$ cat src/rtl/payload_pkg.sv
// Shared order-payload layout: byte offsets, header constants and decoded field view.
package payload_pkg;

  localparam int PAYLOAD_BYTES = 80;
  localparam int CHK_OFFSET    = 79;
  localparam int OUT_BYTES     = 79;

  // Little-endian field offsets within the 80-byte message
  localparam int OFF_LEN      = 0;
  localparam int OFF_SEQ      = 2;
  localparam int OFF_EPOCH_S  = 6;
  localparam int OFF_MS       = 10;
  localparam int OFF_TYPE     = 12;
  localparam int OFF_HDR_FCM  = 13;
  localparam int OFF_SESSION  = 15;
  localparam int OFF_EXEC     = 17;
  localparam int OFF_CM_ID    = 18;
  localparam int OFF_FCM_ID   = 20;
  localparam int OFF_ORDER_NO = 22;
  localparam int OFF_ORD_ID   = 27;
  localparam int OFF_USER_DEF = 31;
  localparam int OFF_SYM_TYPE = 39;
  localparam int OFF_SYM      = 40;
  localparam int OFF_PRICE    = 60;
  localparam int OFF_QTY      = 64;
  localparam int OFF_INV_ACNO = 66;
  localparam int OFF_INV_FLAG = 70;
  localparam int OFF_SIDE     = 71;
  localparam int OFF_ORD_TYPE = 72;
  localparam int OFF_TIF      = 73;
  localparam int OFF_POS_EFF  = 74;
  localparam int OFF_ORD_SRC  = 75;
  localparam int OFF_INFO_SRC = 76;

  // Header constants stamped by the transmitter
  localparam logic [15:0] HDR_MSG_LEN  = 16'd77;
  localparam logic [7:0]  HDR_MSG_TYPE = 8'd101;
  localparam logic [7:0]  HDR_FCM      = 8'd237;
  localparam logic [7:0]  HDR_POS_EFF  = 8'd79;
  localparam logic [7:0]  HDR_INFO_SRC = 8'd57;

  typedef struct packed {
    logic [31:0]  seq;
    logic [7:0]   exec_type;
    logic [31:0]  ord_id;
    logic [159:0] sym;
    logic [31:0]  price;
    logic [15:0]  qty;
    logic [7:0]   side;
  } order_fields_t;

  // Pull the fields the order book needs out of bytes 0..78
  function automatic order_fields_t decode_fields(input logic [8*OUT_BYTES-1:0] m);
    order_fields_t f;
    f.seq       = m[8*OFF_SEQ    +: 32];
    f.exec_type = m[8*OFF_EXEC   +: 8];
    f.ord_id    = m[8*OFF_ORD_ID +: 32];
    f.sym       = m[8*OFF_SYM    +: 160];
    f.price     = m[8*OFF_PRICE  +: 32];
    f.qty       = m[8*OFF_QTY    +: 16];
    f.side      = m[8*OFF_SIDE   +: 8];
    return f;
  endfunction

endpackage

$ cat src/rtl/payload_parser_byte_sum32.sv
// Combinational sum of up to 32 bytes of one beat, masked per byte.
module byte_sum32 (
  input  logic [255:0] data,
  input  logic [31:0]  mask,
  output logic [12:0]  sum
);

  // 32 x 255 fits in 13 bits, so no carry is lost
  always_comb begin
    sum = '0;
    for (int i = 0; i < 32; i++)
      if (mask[i]) sum = sum + 13'(data[8*i +: 8]);
  end

endmodule

$ cat src/rtl/payload_parser.sv
// Reassembles the 3-beat order message, checks framing/header/checksum, decodes fields.
module payload_parser
  import payload_pkg::*;
#(
  parameter int MSG_LEN  = 77,
  parameter int MSG_TYPE = 101
) (
  input  logic          clk,
  input  logic          resetn,
  input  logic [255:0]  s_tdata,
  input  logic          s_tvalid,
  output logic          s_tready,
  input  logic          s_tlast,
  input  logic [31:0]   s_tkeep,
  output logic          out_valid,
  output logic [631:0]  out_msg,
  output logic [31:0]   msg_seq_num,
  output logic [7:0]    exec_type,
  output logic [31:0]   ord_id,
  output logic [159:0]  sym,
  output logic [31:0]   price,
  output logic [15:0]   qty,
  output logic [7:0]    side,
  output logic          err_chk,
  output logic          err_hdr,
  output logic          err_frame,
  output logic [15:0]   cnt_ok,
  output logic [15:0]   cnt_err
);

  localparam logic [2:0] B0    = 3'd0;
  localparam logic [2:0] B1    = 3'd1;
  localparam logic [2:0] B2    = 3'd2;
  localparam logic [2:0] CHECK = 3'd3;
  localparam logic [2:0] DRAIN = 3'd4;

  logic [2:0]                   state_q, state_d;
  logic [8*PAYLOAD_BYTES-1:0]   data_q, data_d;
  logic [15:0]                  sum_q, sum_d;
  logic [631:0]                 out_msg_q, out_msg_d;
  logic                         out_valid_q, out_valid_d;
  logic                         err_chk_q, err_chk_d;
  logic                         err_hdr_q, err_hdr_d;
  logic                         err_frame_q, err_frame_d;
  logic [15:0]                  cnt_ok_q, cnt_ok_d;
  logic [15:0]                  cnt_err_q, cnt_err_d;

  logic        accept, keep_ok, bad_chk, bad_hdr;
  logic [31:0] beat_mask;
  logic [12:0] beat_sum;
  order_fields_t fields;

  // Beat 2 only carries message bytes 64..78 into the checksum
  assign beat_mask = (state_q == B2) ? 32'h0000_7FFF : 32'hFFFF_FFFF;

  byte_sum32 u_sum (
    .data (s_tdata),
    .mask (beat_mask),
    .sum  (beat_sum)
  );

  assign s_tready = resetn && (state_q != CHECK);
  assign accept   = s_tvalid && s_tready;
  assign keep_ok  = &s_tkeep;
  assign bad_chk  = sum_q[7:0] != data_q[8*CHK_OFFSET +: 8];
  assign bad_hdr  = (data_q[8*OFF_LEN +: 16] != 16'(MSG_LEN)) ||
                    (data_q[8*OFF_TYPE +: 8] != 8'(MSG_TYPE));

  // Frame FSM: store/sum beats, drop bad frames, latch results on CHECK
  always_comb begin
    state_d     = state_q;
    data_d      = data_q;
    sum_d       = sum_q;
    out_msg_d   = out_msg_q;
    out_valid_d = 1'b0;
    err_chk_d   = err_chk_q;
    err_hdr_d   = err_hdr_q;
    err_frame_d = 1'b0;
    cnt_ok_d    = cnt_ok_q;
    cnt_err_d   = cnt_err_q;
    case (state_q)
      B0, B1: if (accept) begin
        if (!keep_ok || s_tlast) begin
          err_frame_d = 1'b1;
          cnt_err_d   = cnt_err_q + 16'd1;
          state_d     = B0;
        end else if (state_q == B0) begin
          data_d[255:0] = s_tdata;
          sum_d         = 16'(beat_sum);
          state_d       = B1;
        end else begin
          data_d[511:256] = s_tdata;
          sum_d           = sum_q + 16'(beat_sum);
          state_d         = B2;
        end
      end
      B2: if (accept) begin
        if (!keep_ok) begin
          err_frame_d = 1'b1;
          cnt_err_d   = cnt_err_q + 16'd1;
          state_d     = B0;
        end else begin
          data_d[639:512] = s_tdata[127:0];
          sum_d           = sum_q + 16'(beat_sum);
          state_d         = s_tlast ? CHECK : DRAIN;
        end
      end
      CHECK: begin
        out_msg_d   = data_q[631:0];
        err_chk_d   = bad_chk;
        err_hdr_d   = bad_hdr;
        out_valid_d = 1'b1;
        if (bad_chk || bad_hdr) cnt_err_d = cnt_err_q + 16'd1;
        else                    cnt_ok_d  = cnt_ok_q + 16'd1;
        state_d = B0;
      end
      DRAIN: if (accept && s_tlast) begin
        err_frame_d = 1'b1;
        cnt_err_d   = cnt_err_q + 16'd1;
        state_d     = B0;
      end
      default: state_d = B0;
    endcase
  end

  // State and output registers, synchronous active-low reset
  always_ff @(posedge clk) begin
    if (!resetn) begin
      state_q     <= B0;
      data_q      <= '0;
      sum_q       <= '0;
      out_msg_q   <= '0;
      out_valid_q <= 1'b0;
      err_chk_q   <= 1'b0;
      err_hdr_q   <= 1'b0;
      err_frame_q <= 1'b0;
      cnt_ok_q    <= '0;
      cnt_err_q   <= '0;
    end else begin
      state_q     <= state_d;
      data_q      <= data_d;
      sum_q       <= sum_d;
      out_msg_q   <= out_msg_d;
      out_valid_q <= out_valid_d;
      err_chk_q   <= err_chk_d;
      err_hdr_q   <= err_hdr_d;
      err_frame_q <= err_frame_d;
      cnt_ok_q    <= cnt_ok_d;
      cnt_err_q   <= cnt_err_d;
    end
  end

  assign fields      = decode_fields(out_msg_q);
  assign out_valid   = out_valid_q;
  assign out_msg     = out_msg_q;
  assign msg_seq_num = fields.seq;
  assign exec_type   = fields.exec_type;
  assign ord_id      = fields.ord_id;
  assign sym         = fields.sym;
  assign price       = fields.price;
  assign qty         = fields.qty;
  assign side        = fields.side;
  assign err_chk     = err_chk_q;
  assign err_hdr     = err_hdr_q;
  assign err_frame   = err_frame_q;
  assign cnt_ok      = cnt_ok_q;
  assign cnt_err     = cnt_err_q;

endmodule
$ cat config.mk
export PLATFORM = sky130hd
export DESIGN_NAME = payload_parser
export DESIGN_NICKNAME = d
export VERILOG_FILES = /design/src/rtl/payload_pkg.sv /design/src/rtl/payload_parser_byte_sum32.sv /design/src/rtl/payload_parser.sv
export SDC_FILE = /design/constraint.sdc
export NUM_CORES = 2
export LEC_CHECK = 0
export CAP_MARGIN = 20
export CORE_AREA = 2 2 483 485
export DETAILED_ROUTE_END_ITERATION = 12
export DIE_AREA = 0 0 485 487
export DONT_BUFFER_PORTS = 1
export HOLD_SLACK_MARGIN = 0.08
export PLACE_DENSITY = 0.46
export SETUP_SLACK_MARGIN = 0.05
export SYNTH_ARGS = -nofsm -noshare
export SYNTH_HDL_FRONTEND = slang
export SYNTH_SLANG_ARGS = --single-unit
$ cat constraint.sdc
create_clock -name clk -period 56.1 [get_ports clk]
set_input_delay 16.83 -clock clk [delete_from_list [all_inputs] [get_ports clk]]
set_output_delay 16.83 -clock clk [all_outputs]
set_load 0.03 [all_outputs]
==> results.py <==
metrics = {
    "cells_and_area": {
        "num-nets-final": 7282,
        "final_common_cell": "nand2_1",
        "layout_common_cells": "2603 x nand2_1, 1319 x dfxtp_1, 1089 x a21boi_0, 227 x ha_1, 190 x a21boi_1",
        "drive_gt1_share_pct": 4.526,
        "syn_to_final_growth_pct": 9.410,
        "fin_area_um2": 65520,
    },
    "critical_path": {
        "cpMostUsedCell": "ha_1",
        "worst_path_max_delay_cell": "fa_1",
        "worstSetupPathType": "input port to flip-flop",
        "path_max_fanout": 17,
        "slowest_delay_ps": 670,
        "cp.required_ps": 56820,
        "arrival_ps": 40980,
        "startpoint_type": "input port",
        "crit_path_end_kind": "flip-flop",
    },
    "synth": {
        "synth_edf_count": 0,
        "ys_async_sr_fraction_pct": 0,
        "synthTopCellsByArea": "dfxtp_1 44%, nand2_1 16%, a21boi_0 14%",
        "synth-seq-cells": 1319,
        "synthCells": 7270,
        "netlist_area_um2": 59890,
        "synth_top_area_cell": "dfxtp_1",
        "yosysWarnings": 0,
        "seq_area_frac_synth_pct": 44.09,
        "syn_area_per_cell_um2": 8.237,
        "ys.flop_type": "dfxtp_1",
        "netlist.area_leader.share_pct": 44.09,
        "syn_nets": 7821,
        "synth_cell_types": 54,
    },
    "clocking": {
        "post_cts_buffers": 0,
        "clock_latency_ps": 830,
        "cts-root-buf": "clkbuf_16",
        "hold_buffers": 0,
        "clock_path_buffers": 3,
        "numCtsBuffers": 154,
        "cts_tree": "done",
        "cts.sinks": 1319,
        "clk_pin_slew_ps": 60,
        "cts_resized": 0,
        "h-tree-depth": 4,
    },
    "die": {
        "fp.dieW_um": 485,
        "num_io_pins": 1249,
        "die_y_um": 487,
        "coreArea_um2": 231400,
        "die_area_um2": 236200,
        "start_util_pct": 25.88,
        "fp-row-count": 177,
    },
    "global_routing": {
        "antenna_found_initial": 11,
        "overflow": 0,
        "grt.busiest_layer": "met2",
        "grt_start_max_net_pins": 1322,
        "grtUsageTotal_pct": 18.72,
        "grtUsageMet1_pct": 20.63,
        "grt_pass1_vias": 44680,
        "grt_pass1_wl_um": 325400,
        "met3_usage_pct": 8.507,
        "met2_usage_pct": 32.01,
    },
    "detailed_routing": {
        "routed_wl_um": 229000,
        "drt_iter0_markers": 2715,
        "viasPerCell": 4.646,
        "ant_nets": 0,
        "drc_errors": 0,
        "drt-pass1-iter-count": 5,
        "routedWlPerCell_um": 23.14,
        "via_count": 45980,
    },
    "timing": {
        "slew_headroom_pct": 22.09,
        "max_freq_mhz": 24.84,
        "finalCritPeriodShare_pct": 71.77,
        "period_minus_slack_ps": 40260,
        "hold_viol_final": 0,
        "maxSlewViolCount": 0,
        "setup_tns_ps": 0,
        "skew_ps": 52.35,
        "rsz0062_at_grt": "no",
        "worst_pin_slew_ps": 1169,
        "final-setup-viol-count": 0,
        "fin_ws_ps": 15840,
    },
    "placement": {
        "placed_area_um2": 60300,
        "dp_worst_setup_slack_ps": 14750,
        "place_congestion": 0.8342,
        "hpwlAfterDp_um": 162100,
        "io_buffers": 0,
    },
    "hold_path": {
        "min_path_type": "flip-flop to flip-flop",
    },
    "flow_run": {
        "cap_violations": 0,
    },
    "status": {
        "status": "completed",
    },
}
final cells by class:
type / count / area, um2
Fill cell: 24910 / 165900
Antenna cell: 4 / 10.01
Tap cell: 3043 / 3807
Multi-Input combinational cell: 5089 / 29240
Inverter: 114 / 427.9
Clock buffer: 221 / 4439
Clock inverter: 53 / 665.6
Timing Repair Buffer: 53 / 525.5
Sequential cell: 1319 / 26410
synth_stat cells (25+ instances only):
| master | number |
|---|---|
| a21boi_0 | 1089 |
| a21boi_1 | 190 |
| a21o_1 | 84 |
| a21oi_1 | 113 |
| and2_1 | 27 |
| buf_4 | 288 |
| clkbuf_1 | 448 |
| dfxtp_1 | 1319 |
| fa_1 | 32 |
| ha_1 | 227 |
| inv_1 | 112 |
| nand2_1 | 2605 |
| nand2b_1 | 37 |
| nor2_1 | 81 |
| nor2b_1 | 34 |
| nor3_1 | 25 |
| o21ai_0 | 122 |
| o21ai_1 | 25 |
| xnor2_1 | 156 |
| xor2_1 | 86 |
kinds of logic after synthesis:
| logic type | Yosys count | synth area share, % |
|---|---|---|
| simple gates | 2893 | 18.94 |
| compound gates | 1684 | 20.12 |
| flops | 1319 | 44.09 |
| buf+inv | 862 | 7.208 |
| fa+ha+maj | 259 | 5.812 |
| xor+xnor | 247 | 3.727 |
| mux | 6 | 0.1003 |
worst max-delay path: cells and delay by family:
family,cells,cell delay (ps)
xor gates and xnor gates,21,4130
adders and majority gates,32,13440
buffers and inverters,2,160
muxes,1,130
AOI/OAI and AO/OA,23,4060
and+or+nand+nor,11,2190
worst paths after layout:
check	start	endpoint	slack [ps]	cells past startpoint
setup / recovery	s_tdata[0]	sum_q[7]	15840	90
setup reg to reg	state_q[1]	sum_q[7]	38200	76
hold / removal	data_q[453]	out_msg[453]	430	2
hold reg to reg	data_q[453]	out_msg[453]	430	2
state kept, by name, indices dropped and copies added (netlist names):
| register | count |
|---|---|
| out_msg | 632 |
| data_q | 640 |
| state_q | 3 |
| sum_q | 8 |
| cnt_ok | 16 |
| cnt_err | 16 |
| err_chk | 1 |
| out_valid | 1 |
| err_frame | 1 |
| err_hdr | 1 |
through the flow:
stage | utilization (%) | cells | hold WS (ps)
2_1_floorplan | - | 7270 | 435.3
3_3_place_gp | 26.05 | 9613 | 440.0
3_5_place_dp | 26.05 | 9614 | 444.9
4_1_cts | 28.26 | 9888 | 427.8
5_1_grt | 28.31 | 9895 | 452.9
6_report | 28.31 | 9896 | 432.9
layer usage:
| layer | up-vias | share of wire [%] |
|---|---|---|
| met1 | 22040 | 39 |
| met4 | 10 | 2.8 |
| li1 | 22330 | - |
| met5 | - | 0.024 |
| met2 | 1338 | 48 |
| met3 | 253 | 10 |
Power is left out: the tool's default activity adds up to more than one toggle a clock period on the data nets, which glitch-free logic cannot reach.
